===== src/rtl/arranque_rampa_param.sv =====
`default_nettype none
// ============================================================================
//  Module      : arranque_rampa_param
//  Description : Soft-start ramp controller for the motor drive. Steps the
//                duty level up through N_STEPS speed levels (fast or slow
//                dwell), ramps down on stop, and drives the gate through a
//                built-in registered PWM stage.
//  Revision    : 1.0  initial release
// ============================================================================
module arranque_rampa_param #(
   parameter int N_STEPS    = 3,
   parameter int LEVEL_W    = 8,
   parameter int DWELL_FAST = 4,
   parameter int DWELL_SLOW = 8,
   parameter int DWELL_DOWN = 2
) (
   input  logic                             clk,
   input  logic                             reset,
   input  logic                             Rapido,
   input  logic                             Lento,
   output logic [$clog2(N_STEPS+1)-1:0]     step,
   output logic [LEVEL_W-1:0]               level,
   output logic                             pwm_out,
   output logic                             running,
   output logic                             at_full
);

   // ---------------------------------------------------------------------
   // Derived constants
   // ---------------------------------------------------------------------
   localparam int c_STEP_W = $clog2(N_STEPS + 1);
   localparam int c_DMAX_UP = (DWELL_FAST > DWELL_SLOW) ? DWELL_FAST : DWELL_SLOW;
   localparam int c_DMAX = (c_DMAX_UP > DWELL_DOWN) ? c_DMAX_UP : DWELL_DOWN;
   localparam int c_CNT_W = (c_DMAX > 1) ? $clog2(c_DMAX) : 1;
   localparam int c_TAB_N = 2 ** c_STEP_W;

   localparam logic [c_CNT_W-1:0]  c_LD_FAST = c_CNT_W'(DWELL_FAST - 1);
   localparam logic [c_CNT_W-1:0]  c_LD_SLOW = c_CNT_W'(DWELL_SLOW - 1);
   localparam logic [c_CNT_W-1:0]  c_LD_DOWN = c_CNT_W'(DWELL_DOWN - 1);
   localparam logic [c_STEP_W-1:0] c_STEP_FULL = c_STEP_W'(N_STEPS);
   localparam logic [c_STEP_W-1:0] c_STEP_LAST = c_STEP_W'(N_STEPS - 1);
   localparam logic [c_STEP_W-1:0] c_STEP_ONE  = c_STEP_W'(1);
   // PWM counter wraps one short of all-ones so that a full-scale level
   // (all ones) is strictly greater than every count -> constant high.
   localparam logic [LEVEL_W-1:0]  c_PWM_TOP = LEVEL_W'((2 ** LEVEL_W) - 2);

   typedef enum logic [1:0] {
      S_IDLE      = 2'd0,
      S_RAMP_UP   = 2'd1,
      S_RUN       = 2'd2,
      S_RAMP_DOWN = 2'd3
   } state_t;

   // ---------------------------------------------------------------------
   // Registers and combinational helpers
   // ---------------------------------------------------------------------
   state_t                state_q;
   logic [c_STEP_W-1:0]   step_q;
   logic [c_CNT_W-1:0]    cnt_q;
   logic [LEVEL_W-1:0]    pwm_cnt_q;
   logic [LEVEL_W-1:0]    pwm_cnt_d;
   logic                  pwm_q;

   logic                  w_req;
   logic [c_CNT_W-1:0]    w_ld_up;
   logic                  w_cnt_zero;
   logic [LEVEL_W-1:0]    w_lvl_tab [0:c_TAB_N-1];

   // Run request and the ramp-up dwell it selects; Rapido wins over Lento.
   always_comb begin
      w_req      = Rapido | Lento;
      w_ld_up    = Rapido ? c_LD_FAST : c_LD_SLOW;
      w_cnt_zero = (cnt_q == '0);
   end

   // ---------------------------------------------------------------------
   // Level table: floor(k * (2^LEVEL_W - 1) / N_STEPS), fixed at elaboration.
   // Entries past N_STEPS are unreachable and tie to zero.
   // ---------------------------------------------------------------------
   for (genvar k = 0; k < c_TAB_N; k++) begin : g_lvl
      if ((k >= 1) && (k <= N_STEPS)) begin : g_on
         assign w_lvl_tab[k] = LEVEL_W'((k * ((2 ** LEVEL_W) - 1)) / N_STEPS);
      end else begin : g_off
         assign w_lvl_tab[k] = '0;
      end
   end

   // ---------------------------------------------------------------------
   // Ramp sequencer: state, current step and dwell counter together.
   // Every step change or state entry reloads the counter with D-1.
   // ---------------------------------------------------------------------
   always_ff @(posedge clk or negedge reset) begin
      if (!reset) begin
         state_q <= S_IDLE;
         step_q  <= '0;
         cnt_q   <= '0;
      end else begin
         case (state_q)
            S_IDLE: begin
               if (w_req) begin
                  state_q <= S_RAMP_UP;
                  step_q  <= c_STEP_ONE;
                  cnt_q   <= w_ld_up;
               end
            end

            S_RAMP_UP: begin
               if (!w_req) begin
                  // Reverse without moving the step; dwell restarts.
                  state_q <= S_RAMP_DOWN;
                  cnt_q   <= c_LD_DOWN;
               end else if (w_cnt_zero) begin
                  // Mode is re-sampled only here, so a Rapido/Lento change
                  // never shortens the dwell already in progress.
                  step_q <= step_q + c_STEP_ONE;
                  cnt_q  <= w_ld_up;
                  if (step_q == c_STEP_LAST) begin
                     state_q <= S_RUN;
                  end
               end else begin
                  cnt_q <= cnt_q - 1'b1;
               end
            end

            S_RUN: begin
               if (!w_req) begin
                  // Leaving full speed drops one step immediately.
                  state_q <= S_RAMP_DOWN;
                  step_q  <= c_STEP_LAST;
                  cnt_q   <= c_LD_DOWN;
               end
            end

            S_RAMP_DOWN: begin
               if (w_req) begin
                  state_q <= S_RAMP_UP;
                  cnt_q   <= w_ld_up;
               end else if (w_cnt_zero) begin
                  step_q <= step_q - c_STEP_ONE;
                  cnt_q  <= c_LD_DOWN;
                  if (step_q == c_STEP_ONE) begin
                     state_q <= S_IDLE;
                     cnt_q   <= '0;
                  end
               end else begin
                  cnt_q <= cnt_q - 1'b1;
               end
            end

            default: begin
               state_q <= S_IDLE;
               step_q  <= '0;
               cnt_q   <= '0;
            end
         endcase
      end
   end

   // Free-running PWM counter next value, 0 .. 2^LEVEL_W-2.
   always_comb begin
      pwm_cnt_d = (pwm_cnt_q == c_PWM_TOP) ? '0 : (pwm_cnt_q + 1'b1);
   end

   // PWM stage: counter is never resynchronised to step changes; the gate
   // output is registered so it lags the level by one cycle.
   always_ff @(posedge clk or negedge reset) begin
      if (!reset) begin
         pwm_cnt_q <= '0;
         pwm_q     <= 1'b0;
      end else begin
         pwm_cnt_q <= pwm_cnt_d;
         pwm_q     <= (pwm_cnt_q < level);
      end
   end

   // Status and duty decode from registered state/step (no extra latency).
   always_comb begin
      step    = step_q;
      level   = w_lvl_tab[step_q];
      running = (step_q != '0);
      at_full = (state_q == S_RUN);
      pwm_out = pwm_q;
   end

endmodule
`default_nettype wire

===== config.mk =====
export PLATFORM = sky130hd
export DESIGN_NAME = arranque_rampa_param
export DESIGN_NICKNAME = d
export VERILOG_FILES = /design/src/rtl/arranque_rampa_param.sv
export SDC_FILE = /design/constraint.sdc
export NUM_CORES = 1
export LEC_CHECK = 0
export BUFFER_PORTS_ARGS = -buffer_cell sky130_fd_sc_hd__clkbuf_2
export CAP_MARGIN = 20
export CORE_UTILIZATION = 60
export CTS_BUF_LIST = sky130_fd_sc_hd__clkbuf_16
export DETAILED_ROUTE_END_ITERATION = 12
export MAX_ROUTING_LAYER = met4
export PLACE_DENSITY = 0.91
export SYNTH_ARGS = -nofsm -noshare
export SYNTH_HDL_FRONTEND = slang
export SYNTH_SLANG_ARGS = --single-unit

===== constraint.sdc =====
create_clock -name clk -period 4.24 [get_ports clk]
set_input_delay 0.636 -clock clk [delete_from_list [all_inputs] [get_ports clk]]
set_output_delay 0.636 -clock clk [all_outputs]
set_load 0.01 [all_outputs]

Word level (Yosys, flattened, before mapping). Index checks and enable logic that the tools add are counted.

Bits in registers: 16. Bits of input ports: 4. Output and inout port bits: 13. Logic and storage cells: 63.

Add/subtract/negate cells: 4. $lt $le $gt $ge: 2. Equality and inequality tests: 16. Muxes and demuxes: 28. Bitwise gates (word level): 2. Reduce and logical (&&, ||, !) cells: 6.

Operators with widths (number): $mux 2 (13); $mux 8 (3); $mux 3 (7); $bmux 8 s2 (1); $pmux 2 s4 (2); $ne 2x2->1 const B (6); $ne 3x3->1 const B (4); $pmux 3 s4 (1); $reduce_and 6->1 (2); $add 8x1->8 const B (1); $eq 8x8->1 const B (1); $lt 8x8->1 (1); $eq 2x2->1 const B (3); $eq 2x1->1 const B (2); $ge 3x3->1 const B (1); $logic_not 3->1 (1); $not 2->3 (1); $sub 3x1->3 const B (1); $add 2x1->2 const B (1); $logic_not 2->1 (1); $reduce_and 2->1 (1); $reduce_bool 2->1 (1); $sub 2x1->2 const B (1); $mux 1 (1); $or 1x1->1 (1).

Depth between registers and ports, before layout. Gate-level depths: netlist of the first run.

Word-level depth: 5. Mapped depth: 6. Mapped depth without buffers: 6.

Least setup slack after synthesis of the first run. OpenSTA, ideal clock, no wires.

Path kind: reg-to-reg. Start point: reg step_q[1] (netlist: step[1]). End point: reg state_q[1]. Setup time: 0.128 ns. Arrival time: 1.931 ns. Required time: 4.112 ns. Slack: 2.182 ns. Cell stages (with the launch flop): 7. Path buffers: 0. Period minus slack after synthesis: 2.058 ns. Cell sequence: dfrtp_1 -> inv_1 -> ha_1 -> or4b_4 -> and3_4 -> nor3_4 -> mux2_1.

Cells in the longest elaborated chain, start to end: 3. Elaborated cells between the ends (all ways): 5. Classes of those cells: 4 x eq/ne; 1 x reduce/logical.

RTL lines: start: declaration (RTL line 58) `logic [c_STEP_W-1:0] step_q;`; start signal: assignment (RTL line 102) `step_q <= c_STEP_ONE;`; start signal: assignment (RTL line 115) `step_q <= step_q + c_STEP_ONE;`; start signal: assignment (RTL line 129) `step_q <= c_STEP_LAST;`; $eq 2x2->1 or $eq 2x1->1 (tied branches) (RTL line 117, 141); $ne 3x3->1 (no line); $reduce_and 6->1 (no line) *; end signal: assignment (RTL line 118) `state_q <= S_RUN;`; end signal: assignment (RTL line 128) `state_q <= S_RAMP_DOWN;`; end signal: assignment (RTL line 136) `state_q <= S_RAMP_UP;`; end: declaration (RTL line 57) `state_t state_q;`.

Mark *: on every way between the ends. The rest lies on a longest branch, timed or not. A chain may end at the register's enable or synchronous reset.

Worst setup path in the final report of the first run. Same ends and word-level chain as after synthesis.

==> results of run 1 <==
==> final timing paths <==
kind | from | to | slack, ps | depth (start not counted)
max | step[1]$_DFFE_PN0P_ | state_q[1]$_DFFE_PN0P_ | 2090 | 6
min | reset | cnt_q[1]$_DFFE_PN0P_ | 290 | 1
max reg2reg | step[1]$_DFFE_PN0P_ | state_q[1]$_DFFE_PN0P_ | 2090 | 6
min reg2reg | pwm_cnt_q[0]$_DFF_PN0_ | pwm_cnt_q[0]$_DFF_PN0_ | 530 | 1
max in group asynchronous | reset | pwm_cnt_q[0]$_DFF_PN0_ | 3670 | 1
min in group clk | pwm_cnt_q[0]$_DFF_PN0_ | pwm_cnt_q[0]$_DFF_PN0_ | 530 | 1
==> worst register-to-register path: stages, from the launching register on <==
cell and delay [ps]:
sky130_fd_sc_hd__dfrtp_1 430, sky130_fd_sc_hd__inv_1 220, sky130_fd_sc_hd__ha_1 180, sky130_fd_sc_hd__or4b_4 460, sky130_fd_sc_hd__and3_4 210, sky130_fd_sc_hd__nor3_4 210
sky130_fd_sc_hd__mux2_1 330
==> cell usage after synthesis, drive strengths merged, types with 2 or more instances <==
master,instances
ha,17
dfrtp,16
nor2,10
buf,9
a21oi,8
o21ai,8
inv,7
nand2,6
nand3,5
mux2,4
mux2i,3
nor3,3
or3,3
xor2,3
a2111oi,2
a21o,2
and3,2
nor2b,2
==> logic make-up (layout without fill, tap and decap cells) <==
logic type                 count (synthesis)  in the layout  synth area share
adders and majority gates                 17             17             0.178
and+or+nand+nor                           33             33             0.151
DFF                                       16             16             0.336
buffers and inverters                     16             27            0.0819
xor gates and xnor gates                   4              4            0.0294
AOI/OAI and AO/OA                         30             30             0.161
muxes                                      7              7            0.0630
==> flip-flops by register name, indices dropped and copies added, names as in the netlist <==
register and count:
cnt_q 3, pwm_cnt_q 8, pwm_out 1, state_q 2, step 2
==> power by group through the flow <==
stage | combinational, W | sequential, W | clock (W)
6_report | 0.000477 | 0.000249 | 0.000187
5_1_grt | 0.000531 | 0.000258 | 0.000191
4_1_cts | 0.000472 | 0.000247 | 0.000186
3_5_place_dp | 0.000461 | 0.000248 | 0
3_3_place_gp | 0.000443 | 0.000244 | 0
2_1_floorplan | 0.000395 | 0.000237 | 0
==> routing by layer <==
metal / GRT usage / vias to the layer above / part of all wire
met1: 0.353 / 470 / 0.44
met5: - / - / 0
met2: 0.450 / 51 / 0.47
li1: - / 454 / -
met4: 0.153 / 0 / 0.029
met3: 0.0392 / 9 / 0.067
==> per-stage QoR <==
stage | total power, W | setup slack, ps
6_report | 0.000913 | 2090
5_1_grt | 0.000980 | 1980
4_1_cts | 0.000905 | 2090
3_5_place_dp | 0.000708 | 2000
3_3_place_gp | 0.000688 | 2090
2_1_floorplan | 0.000632 | 2180
==> layout make-up <==
| class | instances | area (um^2) |
|---|---|---|
| Inverter | 7 | 26.3 |
| Fill cell | 121 | 490 |
| Sequential cell | 16 | 400 |
| Clock buffer | 3 | 75.1 |
| Tap cell | 25 | 31.3 |
| Multi-Input combinational cell | 91 | 694 |
| Timing Repair Buffer | 16 | 80.1 |
| Clock inverter | 1 | 3.75 |
==> report_table.html, run 1 <==
<table>
<tr><th>Metric</th><th>Value</th></tr>
<tr><th colspan="2">Hold path</th></tr>
<tr><td>Worst min-delay path category</td><td>in -&gt; async</td></tr>
<tr><th colspan="2">Synthesis</th></tr>
<tr><td>Post-synth net total</td><td>144</td></tr>
<tr><td>Count of flip-flops with a built-in enable after synthesis</td><td>0</td></tr>
<tr><td>Synthesized instance count</td><td>about 120</td></tr>
<tr><td>Top FF cell, synth</td><td>sky130_fd_sc_hd__dfrtp_1</td></tr>
<tr><td>Cell accounting for the most synthesized area</td><td>sky130_fd_sc_hd__dfrtp_1</td></tr>
<tr><td>Number of distinct library cell variants in the gate-level netlist after synthesis</td><td>35</td></tr>
<tr><td>#FFs+latches synth</td><td>16</td></tr>
<tr><td>Share of synthesized flip-flops with an asynchronous set or reset</td><td>1.00</td></tr>
<tr><td>Post-Synthesis Mean Instance Area</td><td>~9.7 um^2</td></tr>
<tr><td>Fraction of post-synthesis cell area in the top cell type by area</td><td>0.336</td></tr>
<tr><td>Synth top area cells</td><td>sky130_fd_sc_hd__dfrtp_1 (34%), sky130_fd_sc_hd__ha_1 (18%), sky130_fd_sc_hd__buf_4 (5.0%)</td></tr>
<tr><td>Proportion of synthesized chip area in sequential cells</td><td>0.336</td></tr>
<tr><td>Count of yosys warnings during synthesis</td><td>0</td></tr>
<tr><td>Post-synth design cell area</td><td>between 1000 and 1500 um^2</td></tr>
<tr><th colspan="2">STA</th></tr>
<tr><td>Hold Fails Final Rpt</td><td>0</td></tr>
<tr><td>Worst clock skew</td><td>approximately 5.5 ps</td></tr>
<tr><td>Achievable clock frequency</td><td>464 MHz</td></tr>
<tr><td>Final setup vio count</td><td>0</td></tr>
<tr><td>RSZ-0062 raised after global routing</td><td>false</td></tr>
<tr><td>Measured slew at the worst slew-check pin</td><td>slightly above 600 ps</td></tr>
<tr><td>Post-route minimum period</td><td>2150 ps</td></tr>
<tr><td>Hold slack</td><td>293 ps</td></tr>
<tr><td>Final worst-path cycle share</td><td>0.508</td></tr>
<tr><td>Total negative setup slack</td><td>0 ps</td></tr>
<tr><td>Headroom to the max-slew limit</td><td>0.577</td></tr>
<tr><td>Total count of max-transition violations in the final report</td><td>0</td></tr>
<tr><th colspan="2">Clock network</th></tr>
<tr><td>Maximum count of clock buffers along a single path</td><td>2</td></tr>
<tr><td>Quantity of hold-fixing buffers added after cts</td><td>0</td></tr>
<tr><td>Number of buffers created by CTS</td><td>3</td></tr>
<tr><td>Htree depth</td><td>1</td></tr>
<tr><td>Total number of clock tree sinks</td><td>16</td></tr>
<tr><td>Worst skew pair latency</td><td>roughly 250 ps</td></tr>
<tr><td>Post-CTS setup buffer count</td><td>0</td></tr>
<tr><td>Reg clk slew, reported paths</td><td>around 50 ps</td></tr>
<tr><td>TritonCTS clock tree</td><td>built</td></tr>
<tr><td>Cts repair resizes</td><td>0</td></tr>
<tr><td>Clock root buffer master</td><td>sky130_fd_sc_hd__clkbuf_16</td></tr>
<tr><th colspan="2">Setup path</th></tr>
<tr><td>Cell breakdown of the critical path</td><td>inv_1, ha_1, or4b_4, and3_4, nor3_4, mux2_1</td></tr>
<tr><td>Family with the most delay on the worst path</td><td>simple AND/OR/NAND/NOR gates</td></tr>
<tr><td>Crit path kind</td><td>reg -&gt; reg</td></tr>
<tr><td>CP arrival</td><td>2290 ps</td></tr>
<tr><td>Buffers and inverters on the worst path</td><td>1</td></tr>
<tr><td>Delay of the slowest cell on the worst path</td><td>about 460 ps</td></tr>
<tr><td>Critical path startpoint category</td><td>register</td></tr>
<tr><td>Slowest-stage cell, CP</td><td>sky130_fd_sc_hd__or4b_4</td></tr>
<tr><td>Worst endpoint required time</td><td>about 4400 ps</td></tr>
<tr><td>Capturing element type of the critical path</td><td>register</td></tr>
<tr><td>Highest fanout seen on the critical path</td><td>7</td></tr>
<tr><th colspan="2">Global route</th></tr>
<tr><td>Initial antenna violation count</td><td>0</td></tr>
<tr><td>Wire length of the first global-routing pass</td><td>around 4100 um</td></tr>
<tr><td>Vias in the first global route</td><td>a little under 900</td></tr>
<tr><td>Pin count of the biggest net entering global routing</td><td>17</td></tr>
<tr><td>Total gr overflow</td><td>0</td></tr>
<tr><td>Gr usage total</td><td>0.287</td></tr>
<tr><th colspan="2">Final layout</th></tr>
<tr><td>Core Util, Final</td><td>0.728</td></tr>
<tr><td>Layout Nets</td><td>~160</td></tr>
<tr><td>Layout Area Growth over Synthesis</td><td>9.97%</td></tr>
<tr><td>Most common library cell in the layout ignoring fill and taps</td><td>sky130_fd_sc_hd__ha_1</td></tr>
<tr><td>Count of non-filler cells in the finished layout</td><td>approximately 160</td></tr>
<tr><td>Diode insertion count for antenna repair</td><td>0</td></tr>
<tr><td>Fraction of layout cells with a size suffix above 1</td><td>0.194</td></tr>
<tr><td>Commonest cells after routing, fill and taps aside</td><td>sky130_fd_sc_hd__ha_1 (17), sky130_fd_sc_hd__dfrtp_1 (16), sky130_fd_sc_hd__clkbuf_2 (16), sky130_fd_sc_hd__nor2_1 (10)</td></tr>
<tr><td>Final non-filler cell area</td><td>between 1000 and 1500 um^2</td></tr>
<tr><th colspan="2">Power</th></tr>
<tr><td>Power per standard cell area</td><td>a little under 700 nW/um^2</td></tr>
<tr><td>Static leakage power</td><td>around 0.64 nW</td></tr>
<tr><td>Relative contribution of combinational cells to total power</td><td>0.522</td></tr>
<tr><td>Switching share of total power</td><td>0.422</td></tr>
<tr><td>Power spent charging and discharging nets</td><td>between 0.0003 and 0.0004 W</td></tr>
<tr><td>Clock power frac</td><td>0.205</td></tr>
<tr><td>Fraction of power consumed by sequential logic</td><td>0.273</td></tr>
<tr><td>Internal Dissipation</td><td>between 0.0005 and 0.0006 W</td></tr>
<tr><td>Largest vdd supply drop</td><td>0.534 mV</td></tr>
<tr><th colspan="2">Routing</th></tr>
<tr><td>Number of nets with antenna violations after detailed routing</td><td>0</td></tr>
<tr><td>Avg WL per Cell</td><td>approximately 15 um</td></tr>
<tr><td>Count of unresolved DRC violations after routing</td><td>0</td></tr>
<tr><td>First drt pass iteration count</td><td>4</td></tr>
<tr><td>Average vias per placed instance</td><td>around 6.2</td></tr>
<tr><td>Wirelength, routed</td><td>approximately 2500 um</td></tr>
<tr><td>Number of DRC violations after detailed-routing iteration 0</td><td>34</td></tr>
<tr><td>Vias</td><td>984</td></tr>
<tr><th colspan="2">Placement</th></tr>
<tr><td># port buffers</td><td>16</td></tr>
<tr><td>Placed cell count</td><td>155</td></tr>
<tr><td>Gp weighted congestion</td><td>0.880</td></tr>
<tr><td>Dpl hpwl</td><td>1580 um</td></tr>
<tr><td>Placed cell areas</td><td>around 1200 um^2</td></tr>
<tr><th colspan="2">Floorplanning</th></tr>
<tr><td>Starting utilization of the core area</td><td>0.662</td></tr>
<tr><td>Core box area</td><td>between 1500 and 2000 um^2</td></tr>
<tr><td>Horizontal extent of the die</td><td>around 47 um</td></tr>
<tr><td>Count of standard-cell rows</td><td>15</td></tr>
<tr><td>Die Y</td><td>46.6 um</td></tr>
<tr><td>Die Footprint</td><td>approximately 2200 um^2</td></tr>
<tr><td>Top Ports</td><td>17</td></tr>
<tr><th colspan="2">Status</th></tr>
<tr><td>Result of the run</td><td>completed</td></tr>
<tr><th colspan="2">Run</th></tr>
<tr><td>Max-cap check violation count</td><td>0</td></tr>
</table>
Power figures use the tool's default switching activity.
==> run 2, diff against run 1 <==
--- a/config.mk
+++ b/config.mk
@@ -7,11 +7,11 @@
 export LEC_CHECK = 0
 export BUFFER_PORTS_ARGS = -buffer_cell sky130_fd_sc_hd__clkbuf_2
 export CAP_MARGIN = 20
-export CORE_UTILIZATION = 60
+export CORE_UTILIZATION = 56
 export CTS_BUF_LIST = sky130_fd_sc_hd__clkbuf_16
 export DETAILED_ROUTE_END_ITERATION = 12
 export MAX_ROUTING_LAYER = met4
-export PLACE_DENSITY = 0.91
+export PLACE_DENSITY = 0.86
 export SYNTH_ARGS = -nofsm -noshare
 export SYNTH_HDL_FRONTEND = slang
 export SYNTH_SLANG_ARGS = --single-unit
==> constraint.sdc (replaced) <==
create_clock -name clk -period 2.17 [get_ports clk]
set_input_delay 0.3255 -clock clk [delete_from_list [all_inputs] [get_ports clk]]
set_output_delay 0.3255 -clock clk [all_outputs]
set_load 0.01 [all_outputs]
==> report_table.html, run 2 (synthesis results as in run 1) <==
<table>
<tr><th>Metric</th><th>Value</th></tr>
<tr><th colspan="2">Status</th></tr>
<tr><td>Result of the run</td><td>complete, but fails checks</td></tr>
<tr><td>Failing checks</td><td>negative hold slack</td></tr>
<tr><th colspan="2">Routing</th></tr>
<tr><td>Avg WL per Cell</td><td>approximately 15 um</td></tr>
<tr><td>Wirelength, routed</td><td>about 2400 um</td></tr>
<tr><td>Vias</td><td>about 940</td></tr>
<tr><td>Count of unresolved DRC violations after routing</td><td>0</td></tr>
<tr><td>Average vias per placed instance</td><td>5.73</td></tr>
<tr><td>Number of DRC violations after detailed-routing iteration 0</td><td>38</td></tr>
<tr><td>Number of nets with antenna violations after detailed routing</td><td>0</td></tr>
<tr><td>First drt pass iteration count</td><td>4</td></tr>
<tr><th colspan="2">Power</th></tr>
<tr><td>Post-layout power</td><td>roughly 0.0018 W</td></tr>
<tr><td>Power per standard cell area</td><td>1370 nW/um^2</td></tr>
<tr><td>Largest vdd supply drop</td><td>about 0.86 mV</td></tr>
<tr><td>Static leakage power</td><td>around 0.65 nW</td></tr>
<tr><th colspan="2">Global route</th></tr>
<tr><td>Pin count of the biggest net entering global routing</td><td>17</td></tr>
<tr><td>Total gr overflow</td><td>0</td></tr>
<tr><td>Vias in the first global route</td><td>roughly 820</td></tr>
<tr><td>Wire length of the first global-routing pass</td><td>approximately 3600 um</td></tr>
<tr><td>Initial antenna violation count</td><td>0</td></tr>
<tr><td>Gr usage total</td><td>0.242</td></tr>
<tr><th colspan="2">Final layout</th></tr>
<tr><td>Diode insertion count for antenna repair</td><td>0</td></tr>
<tr><td>Top register by number of flip-flops</td><td>pwm_cnt_q</td></tr>
<tr><td>Most common library cell in the layout ignoring fill and taps</td><td>sky130_fd_sc_hd__ha_1</td></tr>
<tr><td>Registers with the most flip-flops</td><td>pwm_cnt_q: 8 flops, cnt_q: 3 flops</td></tr>
<tr><td>Count of non-filler cells in the finished layout</td><td>between 150 and 200</td></tr>
<tr><td>Flip-flop count of the largest register after layout</td><td>8</td></tr>
<tr><td>Number of fill cells in the layout</td><td>148</td></tr>
<tr><td>Layout Nets</td><td>roughly 160</td></tr>
<tr><td>Fraction of layout cells with a size suffix above 1</td><td>0.212</td></tr>
<tr><td>Commonest cells after routing, fill and taps aside</td><td>sky130_fd_sc_hd__ha_1 (17), sky130_fd_sc_hd__dfrtp_1 (16), sky130_fd_sc_hd__clkbuf_2 (16), sky130_fd_sc_hd__nor2_1 (10)</td></tr>
<tr><td>Core Util, Final</td><td>0.674</td></tr>
<tr><td>Layout Area Growth over Synthesis</td><td>12.1%</td></tr>
<tr><th colspan="2">STA</th></tr>
<tr><td>Hold slack</td><td>-2.28 ps</td></tr>
<tr><td>Total count of max-transition violations in the final report</td><td>0</td></tr>
<tr><td>Achievable clock frequency</td><td>between 500 and 600 MHz</td></tr>
<tr><td>Final worst-path cycle share</td><td>0.919</td></tr>
<tr><td>Hold Fails Final Rpt</td><td>5</td></tr>
<tr><td>RSZ-0062 raised after global routing</td><td>false</td></tr>
<tr><td>Post-route minimum period</td><td>approximately 2000 ps</td></tr>
<tr><td>Worst clock skew</td><td>~5.2 ps</td></tr>
<tr><td>Total negative setup slack</td><td>0 ps</td></tr>
<tr><td>Measured slew at the worst slew-check pin</td><td>about 540 ps</td></tr>
<tr><td>Final setup vio count</td><td>0</td></tr>
<tr><td>Headroom to the max-slew limit</td><td>0.630</td></tr>
<tr><th colspan="2">Clock network</th></tr>
<tr><td>Post-CTS setup buffer count</td><td>0</td></tr>
<tr><td>Clock root buffer master</td><td>sky130_fd_sc_hd__clkbuf_16</td></tr>
<tr><td>Total number of clock tree sinks</td><td>16</td></tr>
<tr><td>Worst skew pair latency</td><td>about 250 ps</td></tr>
<tr><td>Maximum count of clock buffers along a single path</td><td>2</td></tr>
<tr><td>Number of buffers created by CTS</td><td>3</td></tr>
<tr><td>Reg clk slew, reported paths</td><td>~50 ps</td></tr>
<tr><td>Cts repair resizes</td><td>0</td></tr>
<tr><td>Htree depth</td><td>1</td></tr>
<tr><td>TritonCTS clock tree</td><td>built</td></tr>
<tr><td>Quantity of hold-fixing buffers added after cts</td><td>0</td></tr>
<tr><th colspan="2">Setup path</th></tr>
<tr><td>Capturing element type of the critical path</td><td>register</td></tr>
<tr><td>Slowest-stage cell, CP</td><td>sky130_fd_sc_hd__or4b_4</td></tr>
<tr><td>Register-to-Register Setup Slack</td><td>~180 ps</td></tr>
<tr><td>End of the worst register-to-register path</td><td>state_q[1]$_DFFE_PN0P_</td></tr>
<tr><td>Delay of the slowest cell on the worst path</td><td>460 ps</td></tr>
<tr><td>Crit path kind</td><td>reg -&gt; reg</td></tr>
<tr><td>Highest fanout seen on the critical path</td><td>7</td></tr>
<tr><td>Cell breakdown of the critical path</td><td>inv_1, ha_1, or4b_4, and3_4, nor3_4, mux2_1</td></tr>
<tr><td>Critical path startpoint category</td><td>register</td></tr>
<tr><td>Count of cells along the worst register-to-register path</td><td>6</td></tr>
<tr><td>Crit Reg-Reg Startpoint</td><td>step[1]$_DFFE_PN0P_</td></tr>
<tr><td>CP arrival</td><td>approximately 2100 ps</td></tr>
<tr><td>Worst endpoint required time</td><td>around 2300 ps</td></tr>
<tr><th colspan="2">Placement</th></tr>
<tr><td>Placed cell count</td><td>160</td></tr>
<tr><td># port buffers</td><td>16</td></tr>
<tr><td>Gp weighted congestion</td><td>0.899</td></tr>
<tr><td>Dpl hpwl</td><td>around 1800 um</td></tr>
<tr><th colspan="2">Floorplanning</th></tr>
<tr><td>Starting utilization of the core area</td><td>0.602</td></tr>
<tr><td>Horizontal extent of the die</td><td>~48 um</td></tr>
<tr><td>Top Ports</td><td>17</td></tr>
<tr><td>Die Y</td><td>around 48 um</td></tr>
<tr><td>Count of standard-cell rows</td><td>16</td></tr>
<tr><td>Die Footprint</td><td>2320 um^2</td></tr>
<tr><td>Core box area</td><td>1980 um^2</td></tr>
<tr><th colspan="2">Hold path</th></tr>
<tr><td>Worst min-delay path category</td><td>in -&gt; async</td></tr>
<tr><th colspan="2">Run</th></tr>
<tr><td>Max-cap check violation count</td><td>0</td></tr>
</table>
## run 2: per-stage QoR
| stage | worst slack (ps) | area [um^2] | hold slack, ps |
|---|---|---|---|
| floorplan | 112 | 1190 | 29.9 |
| global placement | 245 | 1260 | 262 |
| detailed placement | 187 | 1260 | 270 |
| CTS | 165 | 1340 | 9.88 |
| global route | 39.8 | 1340 | 29.9 |
| finish | 175 | 1340 | -2.28 |
## run 2: report_power, final
group / internal (W) / switching [W] / leakage (nW)
combinational: 0.000451 / 0.000549 / 0.425
clock: 0.000244 / 0.000113 / 0.0385
sequential: 0.000376 / 0.0000953 / 0.190
total: 0.00107 / 0.000757 / 0.654
## run 2: cell type report
class	instances	area (um^2)	share of cell area
clock inverters	1	3.75	0.00281
flip-flops and latches	16	400	0.300
multi-input cells	91	694	0.520
repair buffers	19	103	0.0768
inverters	7	26.3	0.0197
well taps	27	33.8	0.0253
clock buffers	3	75.1	0.0562
## run 2: worst max-delay path by stage
stage | startpoint | to | slack [ps] | cells after the start
final | step[1]$_DFFE_PN0P_ | state_q[1]$_DFFE_PN0P_ | 180 | 6
after global routing | state_q[1]$_DFFE_PN0P_ | cnt_q[0]$_DFFE_PN0P_ | 40 | 5
after CTS | step[1]$_DFFE_PN0P_ | state_q[1]$_DFFE_PN0P_ | 170 | 6
after detailed placement | step[1]$_DFFE_PN0P_ | state_q[1]$_DFFE_PN0P_ | 190 | 6
after global placement | step[1]$_DFFE_PN0P_ | state_q[1]$_DFFE_PN0P_ | 250 | 6
after floorplan | step[1]$_DFFE_PN0P_ | state_q[1]$_DFFE_PN0P_ | 110 | 6
## run 2: routing by layer
layer	up-vias	GRT usage	share of wire
li1	464	-	-
met1	451	0.316	0.48
met2	22	0.373	0.48
met3	2	0.0667	0.035
met4	0	0.0500	0.0066
met5	-	-	0
## run 2: worst max-delay path, delay by kind of cell, from the launching register on
kind | cells | cell delay, ps
and+or+nand+nor | 3 | 860
muxes | 1 | 340
adders and majority gates | 1 | 140
buffers and inverters | 1 | 100
DFF | 1 | 430
==> run 3, diff against run 2 <==
--- a/config.mk
+++ b/config.mk
@@ -7,11 +7,12 @@
 export LEC_CHECK = 0
 export BUFFER_PORTS_ARGS = -buffer_cell sky130_fd_sc_hd__clkbuf_2
 export CAP_MARGIN = 20
-export CORE_UTILIZATION = 56
+export CORE_UTILIZATION = 50
 export CTS_BUF_LIST = sky130_fd_sc_hd__clkbuf_16
 export DETAILED_ROUTE_END_ITERATION = 12
 export MAX_ROUTING_LAYER = met4
-export PLACE_DENSITY = 0.86
+export PLACE_DENSITY = 0.79
+export SETUP_SLACK_MARGIN = 0.2
 export SYNTH_ARGS = -nofsm -noshare
 export SYNTH_HDL_FRONTEND = slang
 export SYNTH_SLANG_ARGS = --single-unit
==> report_table.html, run 3 (synthesis results as in run 1) <==
<table>
<tr><th>Metric</th><th>Value</th></tr>
<tr><th colspan="2">STA</th></tr>
<tr><td>Hold Fails Final Rpt</td><td>16</td></tr>
<tr><td>Post-route minimum period</td><td>approximately 1900 ps</td></tr>
<tr><td>Total count of max-transition violations in the final report</td><td>0</td></tr>
<tr><td>Final worst-path cycle share</td><td>0.883</td></tr>
<tr><td>Headroom to the max-slew limit</td><td>0.654</td></tr>
<tr><td>Achievable clock frequency</td><td>522 MHz</td></tr>
<tr><td>Worst clock skew</td><td>~2.4 ps</td></tr>
<tr><td>Measured slew at the worst slew-check pin</td><td>about 520 ps</td></tr>
<tr><td>Hold slack</td><td>-6.26 ps</td></tr>
<tr><td>RSZ-0062 raised after global routing</td><td>false</td></tr>
<tr><td>Final setup vio count</td><td>0</td></tr>
<tr><td>Total negative setup slack</td><td>0 ps</td></tr>
<tr><td>Worst setup slack after layout</td><td>around 250 ps</td></tr>
<tr><th colspan="2">Routing</th></tr>
<tr><td>Count of unresolved DRC violations after routing</td><td>0</td></tr>
<tr><td>Wirelength, routed</td><td>approximately 2400 um</td></tr>
<tr><td>Vias</td><td>around 960</td></tr>
<tr><td>Average vias per placed instance</td><td>5.72</td></tr>
<tr><td>First drt pass iteration count</td><td>4</td></tr>
<tr><td>Avg WL per Cell</td><td>14.4 um</td></tr>
<tr><td>Number of nets with antenna violations after detailed routing</td><td>0</td></tr>
<tr><td>Number of DRC violations after detailed-routing iteration 0</td><td>28</td></tr>
<tr><th colspan="2">Placement</th></tr>
<tr><td>Gp weighted congestion</td><td>around 0.84</td></tr>
<tr><td>Placed cell areas</td><td>between 1000 and 1500 um^2</td></tr>
<tr><td>Worst setup slack after placement</td><td>approximately 110 ps</td></tr>
<tr><td># port buffers</td><td>16</td></tr>
<tr><td>Dpl hpwl</td><td>between 1500 and 2000 um</td></tr>
<tr><th colspan="2">Clock network</th></tr>
<tr><td>Htree depth</td><td>1</td></tr>
<tr><td>Worst skew pair latency</td><td>250 ps</td></tr>
<tr><td>Number of buffers created by CTS</td><td>3</td></tr>
<tr><td>Reg clk slew, reported paths</td><td>~50 ps</td></tr>
<tr><td>Clock root buffer master</td><td>sky130_fd_sc_hd__clkbuf_16</td></tr>
<tr><td>Total number of clock tree sinks</td><td>16</td></tr>
<tr><td>Maximum count of clock buffers along a single path</td><td>2</td></tr>
<tr><td>TritonCTS clock tree</td><td>built</td></tr>
<tr><th colspan="2">Setup path</th></tr>
<tr><td>Crit path kind</td><td>reg -&gt; reg</td></tr>
<tr><td>Critical path endpoint</td><td>state_q[1]$_DFFE_PN0P_</td></tr>
<tr><td>Crit Reg-Reg Startpoint</td><td>step[1]$_DFFE_PN0P_</td></tr>
<tr><td>Worst endpoint required time</td><td>2300 ps</td></tr>
<tr><td>Highest fanout seen on the critical path</td><td>2</td></tr>
<tr><td>Capturing element type of the critical path</td><td>register</td></tr>
<tr><td>Critical path startpoint category</td><td>register</td></tr>
<tr><td>CP arrival</td><td>roughly 2000 ps</td></tr>
<tr><td>Register-to-Register Setup Slack</td><td>roughly 250 ps</td></tr>
<tr><td>End of the worst register-to-register path</td><td>state_q[1]$_DFFE_PN0P_</td></tr>
<tr><td>Count of cells along the worst register-to-register path</td><td>6</td></tr>
<tr><td>Worst setup path startpoint</td><td>step[1]$_DFFE_PN0P_</td></tr>
<tr><th colspan="2">Floorplanning</th></tr>
<tr><td>Count of standard-cell rows</td><td>17</td></tr>
<tr><td>Horizontal extent of the die</td><td>50.8 um</td></tr>
<tr><td>Core box area</td><td>2230 um^2</td></tr>
<tr><td>Die Y</td><td>50.8 um</td></tr>
<tr><td>Top Ports</td><td>17</td></tr>
<tr><td>Starting utilization of the core area</td><td>0.534</td></tr>
<tr><td>Die Footprint</td><td>approximately 2600 um^2</td></tr>
<tr><th colspan="2">Final layout</th></tr>
<tr><td>Fraction of layout cells with a size suffix above 1</td><td>0.250</td></tr>
<tr><td>Core Util, Final</td><td>0.612</td></tr>
<tr><td>Layout Area Growth over Synthesis</td><td>14.7%</td></tr>
<tr><td>Final non-filler cell area</td><td>~1400 um^2</td></tr>
<tr><td>Most common library cell in the layout ignoring fill and taps</td><td>sky130_fd_sc_hd__ha_1</td></tr>
<tr><td>Top register by number of flip-flops</td><td>pwm_cnt_q</td></tr>
<tr><td>Commonest cells after routing, fill and taps aside</td><td>sky130_fd_sc_hd__ha_1 (17), sky130_fd_sc_hd__clkbuf_2 (16), sky130_fd_sc_hd__dfrtp_1 (15), sky130_fd_sc_hd__nor2_1 (10)</td></tr>
<tr><td>Diode insertion count for antenna repair</td><td>0</td></tr>
<tr><td>Registers with the most flip-flops</td><td>pwm_cnt_q: 8 flops, cnt_q: 3 flops</td></tr>
<tr><td>Number of fill cells in the layout</td><td>between 150 and 200</td></tr>
<tr><td>Flip-flop count of the largest register after layout</td><td>8</td></tr>
<tr><td>Layout Nets</td><td>~160</td></tr>
<tr><th colspan="2">Run</th></tr>
<tr><td>Max-cap check violation count</td><td>0</td></tr>
<tr><th colspan="2">Global route</th></tr>
<tr><td>Gr usage total</td><td>0.217</td></tr>
<tr><td>Pin count of the biggest net entering global routing</td><td>17</td></tr>
<tr><td>Total gr overflow</td><td>0</td></tr>
<tr><td>Wire length of the first global-routing pass</td><td>slightly above 4000 um</td></tr>
<tr><td>Vias in the first global route</td><td>871</td></tr>
<tr><td>Initial antenna violation count</td><td>0</td></tr>
<tr><th colspan="2">Power</th></tr>
<tr><td>Fraction of power consumed by sequential logic</td><td>0.246</td></tr>
<tr><td>Switching share of total power</td><td>0.400</td></tr>
<tr><td>Largest vdd supply drop</td><td>~0.9 mV</td></tr>
<tr><td>Power per standard cell area</td><td>approximately 1400 nW/um^2</td></tr>
<tr><td>Power spent charging and discharging nets</td><td>approximately 0.00076 W</td></tr>
<tr><td>Relative contribution of combinational cells to total power</td><td>0.565</td></tr>
<tr><td>Static leakage power</td><td>roughly 0.67 nW</td></tr>
<tr><td>Internal Dissipation</td><td>0.00114 W</td></tr>
<tr><td>Clock power frac</td><td>0.189</td></tr>
<tr><th colspan="2">Status</th></tr>
<tr><td>Failing checks</td><td>negative hold slack</td></tr>
<tr><td>Result of the run</td><td>complete, but fails checks</td></tr>
<tr><th colspan="2">Hold path</th></tr>
<tr><td>Worst min-delay path category</td><td>in -&gt; async</td></tr>
</table>
-- run 3: changes by cell type in the layout (fill, tap and decap cells not counted) --
cell / change
sky130_fd_sc_hd__buf_4: +3
sky130_fd_sc_hd__dfrtp_1: -1
sky130_fd_sc_hd__dfrtp_2: +1
sky130_fd_sc_hd__inv_1: -1
sky130_fd_sc_hd__inv_4: +1
sky130_fd_sc_hd__mux2_1: -1
sky130_fd_sc_hd__mux2_4: +1
-- run 3: per-stage QoR --
stage | power [W] | hold WS [ps] | std cells
6_report | 0.00189 | -6.26 | 168
5_1_grt | 0.00203 | 34.8 | 168
4_1_cts | 0.00187 | 6.50 | 168
3_5_place_dp | 0.00145 | 268 | 161
3_3_place_gp | 0.00140 | 264 | 161
2_1_floorplan | 0.00124 | 29.9 | 123
-- run 3: critical path, stage by stage (launching register included) --
cell,delay (ps)
sky130_fd_sc_hd__dfrtp_2,420
sky130_fd_sc_hd__inv_4,60
sky130_fd_sc_hd__ha_1,130
sky130_fd_sc_hd__or4b_4,470
sky130_fd_sc_hd__and3_4,210
sky130_fd_sc_hd__nor3_4,190
sky130_fd_sc_hd__mux2_4,320
-- run 3: metal layers --
metal | vias to the layer above | global-route usage | share of wire | wire [um]
met5 | - | - | 0 | 0
met4 | 0 | 0.0417 | 0.0054 | 13
met2 | 35 | 0.371 | 0.50 | 1210
met3 | 3 | 0.0536 | 0.051 | 123
li1 | 468 | - | - | -
met1 | 455 | 0.262 | 0.44 | 1080
-- run 3: worst min path at each step --
stage	depth (start not counted)	slack [ps]	end	startpoint
6_report	1	-6	pwm_out$_DFF_PN0_	reset
5_1_grt	1	30	pwm_cnt_q[7]$_DFF_PN0_	reset
4_1_cts	1	7	pwm_out$_DFF_PN0_	reset
3_5_place_dp	1	270	pwm_out$_DFF_PN0_	reset
3_3_place_gp	1	260	pwm_out$_DFF_PN0_	reset
2_1_floorplan	0	30	cnt_q[0]$_DFFE_PN0P_	reset
-- run 3: area by class of cell --
type,instances,area (um^2),area share
Multi-Input combinational cell,91,698,0.511
Timing Repair Buffer,22,125,0.0915
Clock inverter,1,3.75,0.00274
Tap cell,28,35.0,0.0256
Inverter,7,28.8,0.0210
Sequential cell,16,402,0.294
Clock buffer,3,75.1,0.0549
-- run 3: power groups by stage --
stage | clock network (W) | logic [W] | registers (W)
finish | 0.000357 | 0.00107 | 0.000466
global route | 0.000374 | 0.00118 | 0.000477
floorplan | 0 | 0.000772 | 0.000466
CTS | 0.000363 | 0.00104 | 0.000465
detailed placement | 0 | 0.000972 | 0.000475
global placement | 0 | 0.000934 | 0.000467
-- run 3: timing repair --
item | CTS | global route
endpoints found under the setup margin | 1 | 1
hold buffers | 0 | 0
buffers inserted | 3 | 0
resized for setup | 1 | 1
hold endpoints to repair | 0 | 0
pin swaps | 1 | 1
